$ cat src/rtl/bias_z_collector.sv
// bias_z_collector
// Collects the skewed per-column bias_z stream and rebuilds whole rows.
// Each column has a small first-word-fall-through lane FIFO that absorbs the
// systolic diagonal skew. When every lane holds at least one entry, the heads
// are popped together and registered as one output row. The row leaves over
// a valid/ready handshake. A row counter flags the last row of a tile, and a
// sticky flag reports any lane that had to drop a push.
module bias_z_collector #(
   parameter int N      = 4,
   parameter int DATA_W = 32,
   parameter int DEPTH  = 4
) (
   input  logic                clk,
   input  logic                rst,
   input  logic [N*DATA_W-1:0] z_data_in,
   input  logic [N-1:0]        z_valid_in,
   input  logic [15:0]         cfg_rows,
   output logic [N*DATA_W-1:0] row_data_out,
   output logic                row_valid_out,
   input  logic                row_ready_in,
   output logic                row_last_out,
   output logic                overflow_err
);

   // A single-entry lane still needs a 1-bit pointer.
   localparam int AW = (DEPTH > 1) ? $clog2(DEPTH) : 1;
   localparam logic [AW:0] DEPTH_CNT = (AW+1)'(DEPTH);

   // Per-lane status, gathered from the lane generate block.
   logic [N-1:0]        lane_empty;
   logic [N-1:0]        lane_drop;
   logic [N*DATA_W-1:0] head_flat;

   // Row assembly control.
   logic                row_ready_int;
   logic                load;
   logic                accept;

   // Output-side registers.
   logic [N*DATA_W-1:0] row_data_reg;
   logic                row_valid_reg;
   logic                row_last_reg;
   logic                overflow_reg;
   logic [15:0]         row_cnt_reg;
   logic [15:0]         row_cnt_next;
   logic                row_last_next;

   // A row can be formed once every lane has data. It loads when the output
   // register is empty or is being drained on this same edge, so a steady
   // stream flows with no bubbles.
   assign row_ready_int = (lane_empty == '0);
   assign accept        = row_valid_reg && row_ready_in;
   assign load          = row_ready_int && (!row_valid_reg || row_ready_in);

   genvar gi;
   generate
      for (gi = 0; gi < N; gi++) begin : gen_lane
         logic [DATA_W-1:0] mem [DEPTH];
         logic [AW-1:0]     wr_ptr_reg;
         logic [AW-1:0]     rd_ptr_reg;
         logic [AW:0]       count_reg;
         logic              lane_full;
         logic              push_ok;

         // A full lane still takes a push if the row load frees a slot
         // on this same edge. Otherwise the push is lost.
         assign lane_full     = (count_reg == DEPTH_CNT);
         assign push_ok       = z_valid_in[gi] && (!lane_full || load);
         assign lane_drop[gi] = z_valid_in[gi] && lane_full && !load;
         assign lane_empty[gi] = (count_reg == '0);

         // The head is read combinationally. This lets a row load on the
         // cycle after its last element arrives.
         assign head_flat[gi*DATA_W +: DATA_W] = mem[rd_ptr_reg];

         // Lane storage write. The data is kept bit-exact.
         always_ff @(posedge clk) begin
            if (rst && push_ok) begin
               mem[wr_ptr_reg] <= z_data_in[gi*DATA_W +: DATA_W];
            end
         end

         // Lane pointers and occupancy. Every lane pops together on a row load.
         always_ff @(posedge clk) begin
            if (!rst) begin
               wr_ptr_reg <= '0;
               rd_ptr_reg <= '0;
               count_reg  <= '0;
            end else begin
               if (push_ok) begin
                  wr_ptr_reg <= wr_ptr_reg + AW'(1);
               end
               if (load) begin
                  rd_ptr_reg <= rd_ptr_reg + AW'(1);
               end
               case ({push_ok, load})
                  2'b10:   count_reg <= count_reg + (AW+1)'(1);
                  2'b01:   count_reg <= count_reg - (AW+1)'(1);
                  default: count_reg <= count_reg;
               endcase
            end
         end
      end
   endgenerate

   // Row counter update and the last-row tag for the row being loaded.
   // If the current row is accepted on this edge, the incoming row takes the
   // next index. Otherwise it takes the current index. In both cases that
   // index is row_cnt_next.
   always_comb begin
      row_cnt_next = row_cnt_reg;
      if (accept) begin
         row_cnt_next = row_last_reg ? 16'd0 : row_cnt_reg + 16'd1;
      end
      row_last_next = (cfg_rows != 16'd0) && (row_cnt_next == cfg_rows - 16'd1);
   end

   // Output row register, row counter and the sticky overflow flag.
   always_ff @(posedge clk) begin
      if (!rst) begin
         row_data_reg  <= '0;
         row_valid_reg <= 1'b0;
         row_last_reg  <= 1'b0;
         row_cnt_reg   <= 16'd0;
         overflow_reg  <= 1'b0;
      end else begin
         if (load) begin
            row_data_reg  <= head_flat;
            row_valid_reg <= 1'b1;
            row_last_reg  <= row_last_next;
         end else if (accept) begin
            row_valid_reg <= 1'b0;
            row_last_reg  <= 1'b0;
         end
         row_cnt_reg <= row_cnt_next;
         if (lane_drop != '0) begin
            overflow_reg <= 1'b1;
         end
      end
   end

   assign row_data_out  = row_data_reg;
   assign row_valid_out = row_valid_reg;
   assign row_last_out  = row_last_reg;
   assign overflow_err  = overflow_reg;

endmodule

$ cat config.mk
export PLATFORM = sky130hd
export DESIGN_NAME = bias_z_collector
export DESIGN_NICKNAME = d
export VERILOG_FILES = /design/src/rtl/bias_z_collector.sv
export SDC_FILE = /design/constraint.sdc
export NUM_CORES = 1
export LEC_CHECK = 0
export ABC_AREA = 1
export BUFFER_PORTS_ARGS = -buffer_cell sky130_fd_sc_hd__buf_4
export CAP_MARGIN = 20
export CORE_MARGIN = 3
export CORE_UTILIZATION = 45
export DETAILED_ROUTE_END_ITERATION = 10
export MAX_ROUTING_LAYER = met4
export PLACE_DENSITY = 0.64
export SYNTH_ARGS = -nofsm -noshare
export SYNTH_HDL_FRONTEND = slang
export SYNTH_SLANG_ARGS = --single-unit
$ cat constraint.sdc
create_clock -name clk -period 8.4 [get_ports clk]
set_clock_uncertainty 0.05 [all_clocks]
set_input_delay 0.84 -clock clk [delete_from_list [all_inputs] [get_ports clk]]
set_output_delay 0.84 -clock clk [all_outputs]
set_load 0.02 [all_outputs]
# After elaboration in Yosys (flattened, before gate mapping)
# Memories as Yosys holds them, arrays and structs flattened. A register that Yosys moved wholly into a read port is not among the register bits.
# Index checks and enable logic that the tools add are counted.
# totals
ff_bits,47
ram_bits,512
inputBits,151
out_inout_bits,131
elab_cells,114
n_memories,4
# mem_list
memory,words,width,read_ports,rd_ports_with_merged_regs,write_ports,line_no,rtl
gen_lane[0].mem,4,32,1,1,1,58,logic [DATA_W-1:0] mem [DEPTH];
gen_lane[1].mem,4,32,1,1,1,58,
gen_lane[2].mem,4,32,1,1,1,58,
gen_lane[3].mem,4,32,1,1,1,58,
# op_classes
n_addsub,18
eq_ne,13
mux,17
reduce_logical,46
# ops
op,n
two-way mux 16 bit,2
case mux 3 bit (2 select lines),4
logical AND 1 bit,19
"adder 16 x 1 -> 16 bit, second input constant",1
"adder 2 x 1 -> 2 bit, second input constant",8
== test 16 bit,1
nonzero test 16 bit,1
"subtractor 16 x 1 -> 16 bit, second input constant",1
"adder 3 x 1 -> 3 bit, second input constant",4
"== test 3 bit, second input constant",4
zero test 3 bit,4
"subtractor 3 x 1 -> 3 bit, second input constant",4
two-way mux 1 bit,11
zero test 1 bit,10
nonzero test 2 bit,5
"== test 2 x 1 -> 1 bit, second input constant",4
"== test 2 bit, second input constant",4
logical OR 1 bit,5
zero test 4 bit,1
nonzero test 4 bit,1

# Longest topological paths before layout
# Gate-level depths: netlist of the first run.
# logic_depth
ltp_word,8
ltp_mapped,15
mapped_depth_nobuf,15

# Least setup slack after synthesis of the first run
# OpenSTA, ideal clock, no wires.
# synth_path
path_type,input-to-reg
startpoint,in rst
endpoint,"mem gen_lane[0].mem[0][0], enable pin"
setup_time_ps,421
arrival_time_ps,2817
required_ps,7929
slack_ps,5112
path_stages,4
n_path_buf,2
path_cell_list,clkbuf_1 > clkbuf_1 > nand2_1 > nor2_1
# synth_via
elab_chain_len,3
# synth_rtl
element,line_no,rtl
from (decl),14,"input logic rst,"
logical AND 1 bit,78,if (rst && push_ok) begin
two-way mux 1 bit,78,
two-way mux 1 bit (implied by the code),79,mem[wr_ptr_reg] <= z_data_in[gi*DATA_W +: DATA_W];
to (decl),58,
# No other way between the ends.

# Worst setup path in the final report of the first run
# layout_path
startpoint,reg gen_lane[3].count_reg[0]
endpoint,reg row_data_reg[85] (netlist: row_data_out[85]) (read register of gen_lane[2].mem)
# layout_via
elab_chain_len,3
# layout_rtl
element,line_no,rtl
from (decl),61,logic [AW:0] count_reg;
from (signal assigned),97,2'b10: count_reg <= count_reg + (AW+1)'(1);
from (signal assigned),98,2'b01: count_reg <= count_reg - (AW+1)'(1);
from (signal assigned),99,default: count_reg <= count_reg;
zero test 3 bit,70,assign lane_empty[gi] = (count_reg == '0);
zero test 4 bit,51,assign row_ready_int = (lane_empty == '0);
logical AND 1 bit,53,assign load = row_ready_int && (!row_valid_reg || row_ready_in);
to (decl),40,logic [N*DATA_W-1:0] row_data_reg;
# No other way between the ends.
# A chain may end at the register's enable or synchronous reset.

==> results of run 1 <==
worst max-delay path by stage:
| stage | start | endpoint | slack, ns | depth (start not counted) |
|---|---|---|---|---|
| 2_1_floorplan | rst | gen_lane[0].mem[0][0]$_DFFE_PP_ | 5.11 | 4 |
| 3_3_place_gp | row_ready_in | row_data_out[87]$_SDFFE_PN0P_ | 4.72 | 7 |
| 3_5_place_dp | row_ready_in | row_data_out[38]$_SDFFE_PN0P_ | 4.63 | 7 |
| 4_1_cts | gen_lane[3].count_reg[0]$_SDFFE_PN0P_ | row_data_out[46]$_SDFFE_PN0P_ | 4.99 | 9 |
| 5_1_grt | gen_lane[0].count_reg[0]$_SDFFE_PN0P_ | row_data_out[35]$_SDFFE_PN0P_ | 4.89 | 10 |
| 6_report | gen_lane[3].count_reg[0]$_SDFFE_PN0P_ | row_data_out[85]$_SDFFE_PN0P_ | 5.23 | 10 |
Yosys cell counts, drive strengths merged:
library cell    n  share of area [%]
a21boi          4               0.28
a21oi          32               0.60
a31oi         128                3.0
a41oi           1              0.033
and3            1              0.024
buf            39               0.76
clkbuf         93                1.3
clkinv          3              0.047
dfxtp         175                 13
edfxtp        512                 58
fa              4               0.30
ha             19               0.90
inv           105                1.5
nand2         136                2.0
nand3          42               0.79
nand3b          4               0.11
nand4           7               0.16
nor2          601                8.7
nor3            6               0.11
o21ai         421                7.9
o21bai          3              0.085
or2             1              0.024
xnor2           1              0.033
xor2            6               0.20
power breakdown:
part           total [mW]  internal, mW  switching (mW)
clock                3.05          1.76            1.28
combinational        1.02         0.351           0.672
sequential           3.97          3.87           0.106
total                8.04          5.98            2.06
worst register-to-register path, stage by stage (launching register included):
cell	delay, ns
dfxtp_1	0.37
inv_1	0.09
nand3_1	0.09
nand2_1	0.11
nor2_4	0.15
nand2_4	0.21
inv_6	0.70
buf_4	0.61
buf_16	0.33
o21ai_0	0.18
a31oi_1	0.19
layout by cell type (no fill, tap or decap), types with 2 or more instances in the layout:
cell / count
edfxtp_1: 512
nand3_1: 42
ha_1: 19
a21boi_4: 4
nand2_1: 133
buf_16: 2
a21oi_1: 32
o21bai_1: 3
nor2_4: 4
nor2_2: 26
bufinv_16: 3
nand3b_1: 4
inv_1: 99
buf_4: 312
dfxtp_2: 5
o21ai_0: 403
clkbuf_1: 19
nor3_1: 6
inv_6: 4
clkbuf_8: 6
dfxtp_1: 170
o21ai_1: 18
clkinv_1: 8
nand2_4: 2
diode_2: 3
nor2_1: 571
a31oi_1: 128
nand4_1: 7
xor2_1: 6
clkinv_8: 2
clkinvlp_4: 4
fa_1: 4
clkbuf_16: 73
clkinv_2: 17
inv_2: 5
logic make-up (layout without fill, tap and decap cells):
logic type	count (synthesis)	after routing	synth area share, %
adders and majority gates	23	23	1.20
other	0	3	0
and+or+nand+nor	798	798	11.9
AOI/OAI and AO/OA	589	589	12.0
xor gates and xnor gates	7	7	0.231
buffers and inverters	240	556	3.61
DFF	687	687	71.1
area by class of cell:
type                       instances  share of cell area [%]
antenna                            3                  0.0237
clock buffer                      98                    6.25
clock inverter                    36                   0.979
inverter                         108                    1.30
multi-input combinational       1417                    21.3
sequential                       687                    59.6
tap                              765                    3.02
timing repair buffer             314                    7.56
routing by layer:
metal  wire length [um]  vias up  global-route usage, %
li1                   -     8745                      -
met1              25200     8629                   24.0
met2              31300      433                   34.2
met3               3450       94                   3.92
met4               1300        0                   6.34
met5                  0        -                      -
==> metrics, run 1 <==
Mapped Cells=2344; WL/cell=17.9 um; Final GP Congestion=roughly 0.90; Fmax achieved=316 MHz; Overall Power=8.04 mW; fin crit period=~3.2 ns; syn avg cell area=11.3 um^2; worst hold path class=input port to register; final worst slack=between 5 and 6 ns; Final Hold Slack=just under 0.4 ns; R2R Path End=row_data_out[85]$_SDFFE_PN0P_; Synth cell types=35; Least-Margin Pin Slew=roughly 1.0 ns; number of global-route vias before repair=between 15000 and 20000; final core utilization=54.6%; register area=18900 um^2; hold path start=z_data_in[10]; via count=17900; clock buffer count from CTS=73; Multi-input gate area=about 6800 um^2; initial antenna violation count=2; # rows=88; Max Slew Vio Count=0; Final Setup Violations=0; slowest stage cell, crit path=inv_6; Crit. End Element=register; number of synthesized register bits=between 600 and 700; Iteration-0 DRC Markers=1160; crit path cell chain=inv_1 -> nand3_1 -> nand2_1 -> nor2_4 -> nand2_4 -> inv_6 -> buf_4 -> buf_16 -> o21ai_0 -> a31oi_1; CTS Hold Bufs=0; Min-Delay Path Depth=1; pin count of the biggest net entering global routing=145; Reg2Reg Depth=10; Worst EP arrival=around 3.6 ns; Post-CTS Setup Inserts=0; Synth Cell Area=26500 um^2; Seq/Total Area, Yosys=71.1%; clk buf depth=3; Routed WL=between 60 and 70 mm; Critical Path Source Type=register; clock slew at reported path FFs=0.06 ns; fillers=between 4000 and 5000; Tot GR Track Use=roughly 20%; CTS sink cnt=687; CTS tree=done; YS warnings=0; DP Area=slightly below 30000 um^2; io pins=around 280; drt first pass iters=6; setup slack, reg-to-reg=about 5.2 ns; DR vias/cell=5.22; first-pass GRT wire length=96.3 mm; Largest register FFs=512; RSZ-0062 raised after global routing=no; port bufs=around 280; setup TNS=0 ns; Lkg Pwr=11.7 nW; r2r startpoint=gen_lane[3].count_reg[0]$_SDFFE_PN0P_; PD cells=254 nW/um^2; Die Y-Extent=~250 um; design area=31700 um^2; # H-tree levels=3; clock latency at the later pin of the worst-skew pair=0.59 ns; cell count after placement=3289; max-cap viol count=0; initial core utilization=45.7%; Setup CP Type=register to register; Hold Path Sink=gen_lane[0].mem[0][10]$_DFFE_PP_; critical path fanouts, max=144; layout cell share with drive strength beyond 1=17.7%; Tcrit/Tclk final=a little under two fifths; pre-CTS setup slack=4.63 ns; maximum VDD drop=0.000273 V; status=finished, final reports clean; Post-Layout Cell Count=3428; Crit path required time=8.87 ns; Root Driver=clkbuf_16; DRC=0; Core Area=58000 um^2; final hold viol count=0; Die X-Extent=249 um; Slew HR=30.3%; full die area=61900 um^2; Largest delay share family, worst path=buffers and inverters; Synth-to-Final Area Change=19.4%; post-CTS sizing=0; total grt overflow=0; dpl hpwl=35.7 mm; Synthesized Nets=2518; Buf/Inv on CP=4; Final nets=2775; CP max stage delay=approximately 0.7 ns; Post-DRT Antenna Nets=0
(Power assumes the default switching activity.)
==> run 2, diff against run 1 <==
--- a/config.mk
+++ b/config.mk
@@ -12,7 +12,7 @@
 export CORE_UTILIZATION = 45
 export DETAILED_ROUTE_END_ITERATION = 10
 export MAX_ROUTING_LAYER = met4
-export PLACE_DENSITY = 0.64
+export PLACE_DENSITY = 0.66
 export SYNTH_ARGS = -nofsm -noshare
 export SYNTH_HDL_FRONTEND = slang
 export SYNTH_SLANG_ARGS = --single-unit
==> constraint.sdc (replaced) <==
create_clock -name clk -period 2.6 [get_ports clk]
set_clock_uncertainty 0.05 [all_clocks]
set_input_delay 0.26 -clock clk [delete_from_list [all_inputs] [get_ports clk]]
set_output_delay 0.26 -clock clk [all_outputs]
set_load 0.02 [all_outputs]
==> run 2 against run 1 <==
Effect of this change:
- setup slack lost 5.0 ns
- via count up 4.8%
- cell count grew 4.1%
- combinational power increased to 3.5 times the previous value
- maximum frequency up 33%
- hold slack got worse by 0.32 ns
- register-to-register slack got worse by 5.0 ns
- total power grew to 3.4 times the previous value
- first-iteration DRC count is 14% higher
- core utilization is 3.2 points higher
- sequential power rose to 3.2 times the previous value
- critical path type unchanged
- critical endpoint is now gen_lane[2].mem[1][2]$_DFFE_PP_
==> metrics, run 2 (synthesized netlist as in run 1, its figures left out) <==
PD cells=805 nW/um^2; fin crit period=2.37 ns; clock latency at the later pin of the worst-skew pair=0.58 ns; layout cell share with drive strength beyond 1=around 17%; critical path fanouts, max=32; status=finished, final reports clean; dpl hpwl=between 30 and 40 mm; NetSw=6.72 mW; Lkg Pwr=12.5 nW; port bufs=281; Die Y-Extent=249 um; Tcrit/Tclk final=91.3%; most common cell after layout, fill and taps aside=nor2_1; Overall Power=approximately 27 mW; pin count of the biggest net entering global routing=66; initial core utilization=45.7%; CTS tree=done; highest metal used=met4; clock share of power=39.1%; clk buf depth=3; Largest register FFs=512; Critical Path Source Type=register; full die area=between 60000 and 70000 um^2; Metal-1 WL=26.9 mm; Max Slew Vio Count=0; final worst slack=0.227 ns; via count=18800; Worst EP arrival=2.59 ns; DRC=0; # rows=88; io pins=between 200 and 300; Root Driver=clkbuf_16; Post-Layout Cell Count=approximately 3600; clock buffer count from CTS=72; maximum VDD drop=0.000825 V; WL/cell=17.9 um; CTS sink cnt=687; first-pass GRT wire length=103 mm; setup slack, reg-to-reg=0.23 ns; pre-CTS setup slack=approximately 0.18 ns; RSZ-0062 raised after global routing=no; total grt overflow=0; Crit path required time=2.82 ns; initial antenna violation count=3; drt first pass iters=5; Core Area=between 50000 and 60000 um^2; Crit. End Element=register; post-CTS sizing=0; # H-tree levels=3; Post-CTS Setup Inserts=0; internal power=20.3 mW; Fmax achieved=421 MHz; cell count after placement=around 3300; Final nets=2914; routed length on met2=roughly 32 mm; Routed WL=63.9 mm; Die X-Extent=roughly 250 um; Seq pwr share=47.5%; Least-Margin Pin Slew=0.866 ns; Final Hold Slack=0.0669 ns; Slew HR=42.2%; Tot GR Track Use=21.1%; worst hold path class=input port to register; Iteration-0 DRC Markers=roughly 1300; number of global-route vias before repair=19300; Setup CP Type=register to register; max-cap viol count=0; clock slew at reported path FFs=0.06 ns; final core utilization=between 50% and 60%; Comb power frac=13.3%; Final GP Congestion=0.860; metal3 WL=3.37 mm; Final Setup Violations=0; sw frac=roughly 25%; Post-DRT Antenna Nets=0; most frequent cells in the layout=571 x nor2_1, 512 x edfxtp_1, 403 x o21ai_0; final hold viol count=0; DR vias/cell=5.26; Synth-to-Final Area Change=26.4%
-- run 2: final timing paths --
path                                                             start                                     end  cells after the start
worst max-delay path             gen_lane[3].count_reg[0]$_SDFFE_PN0P_         gen_lane[2].mem[1][2]$_DFFE_PP_                      9
worst min-delay path                                     z_valid_in[0]  gen_lane[0].wr_ptr_reg[0]$_SDFFE_PN0P_                      3
worst max register to register   gen_lane[3].count_reg[0]$_SDFFE_PN0P_         gen_lane[2].mem[1][2]$_DFFE_PP_                      9
worst min register to register  gen_lane[1].rd_ptr_reg[1]$_SDFFE_PN0P_  gen_lane[1].rd_ptr_reg[1]$_SDFFE_PN0P_                      2
-- run 2: layout make-up --
type                       instances  area [um^2]
multi-input combinational       1417         6770
timing repair buffer             454         4040
inverter                         108          414
sequential                       687        18900
clock inverter                    43          484
clock buffer                      89         1990
fill                            4566        24500
tap                              765          957
antenna                            4         10.0
-- run 2: metal layers --
layer  up-vias  GRT usage, %
li1       9023             -
met1      9102          25.9
met2       524          35.6
met3       107          3.49
met4         0          7.30
met5         -             -
-- run 2: metrics by stage --
stage	TNS, ns	area (um^2)
floorplan	-195.57	26500
global placement	0	29800
detailed placement	0	29800
CTS	0	33500
global route	0	33500
finish	0	33500
-- run 2: worst max-delay path, stage by stage (launching register included) --
cell      delay (ns)
dfxtp_1         0.37
inv_1           0.09
nand3_1         0.09
nand2_1         0.10
nor2_4          0.14
nand2_4         0.23
a21boi_4        0.27
nand2_1         0.27
nor2_4          0.21
buf_12          0.25
-- run 2: power groups by stage --
stage / registers (mW) / clock network, mW / logic (mW)
after detailed placement: 13.1 / 0 / 3.47
final: 12.8 / 10.6 / 3.60
after CTS: 12.8 / 10.8 / 3.64
after global placement: 13.0 / 0 / 3.37
after floorplan: 13.4 / 0 / 1.62
after global routing: 12.9 / 11.3 / 3.99
-- run 2: timing repair --
| item | in CTS | in global routing |
|---|---|---|
| hold endpoints to repair | 512 | 0 |
| hold buffers | 128 | 0 |
| endpoints found under the setup margin | 0 | 0 |
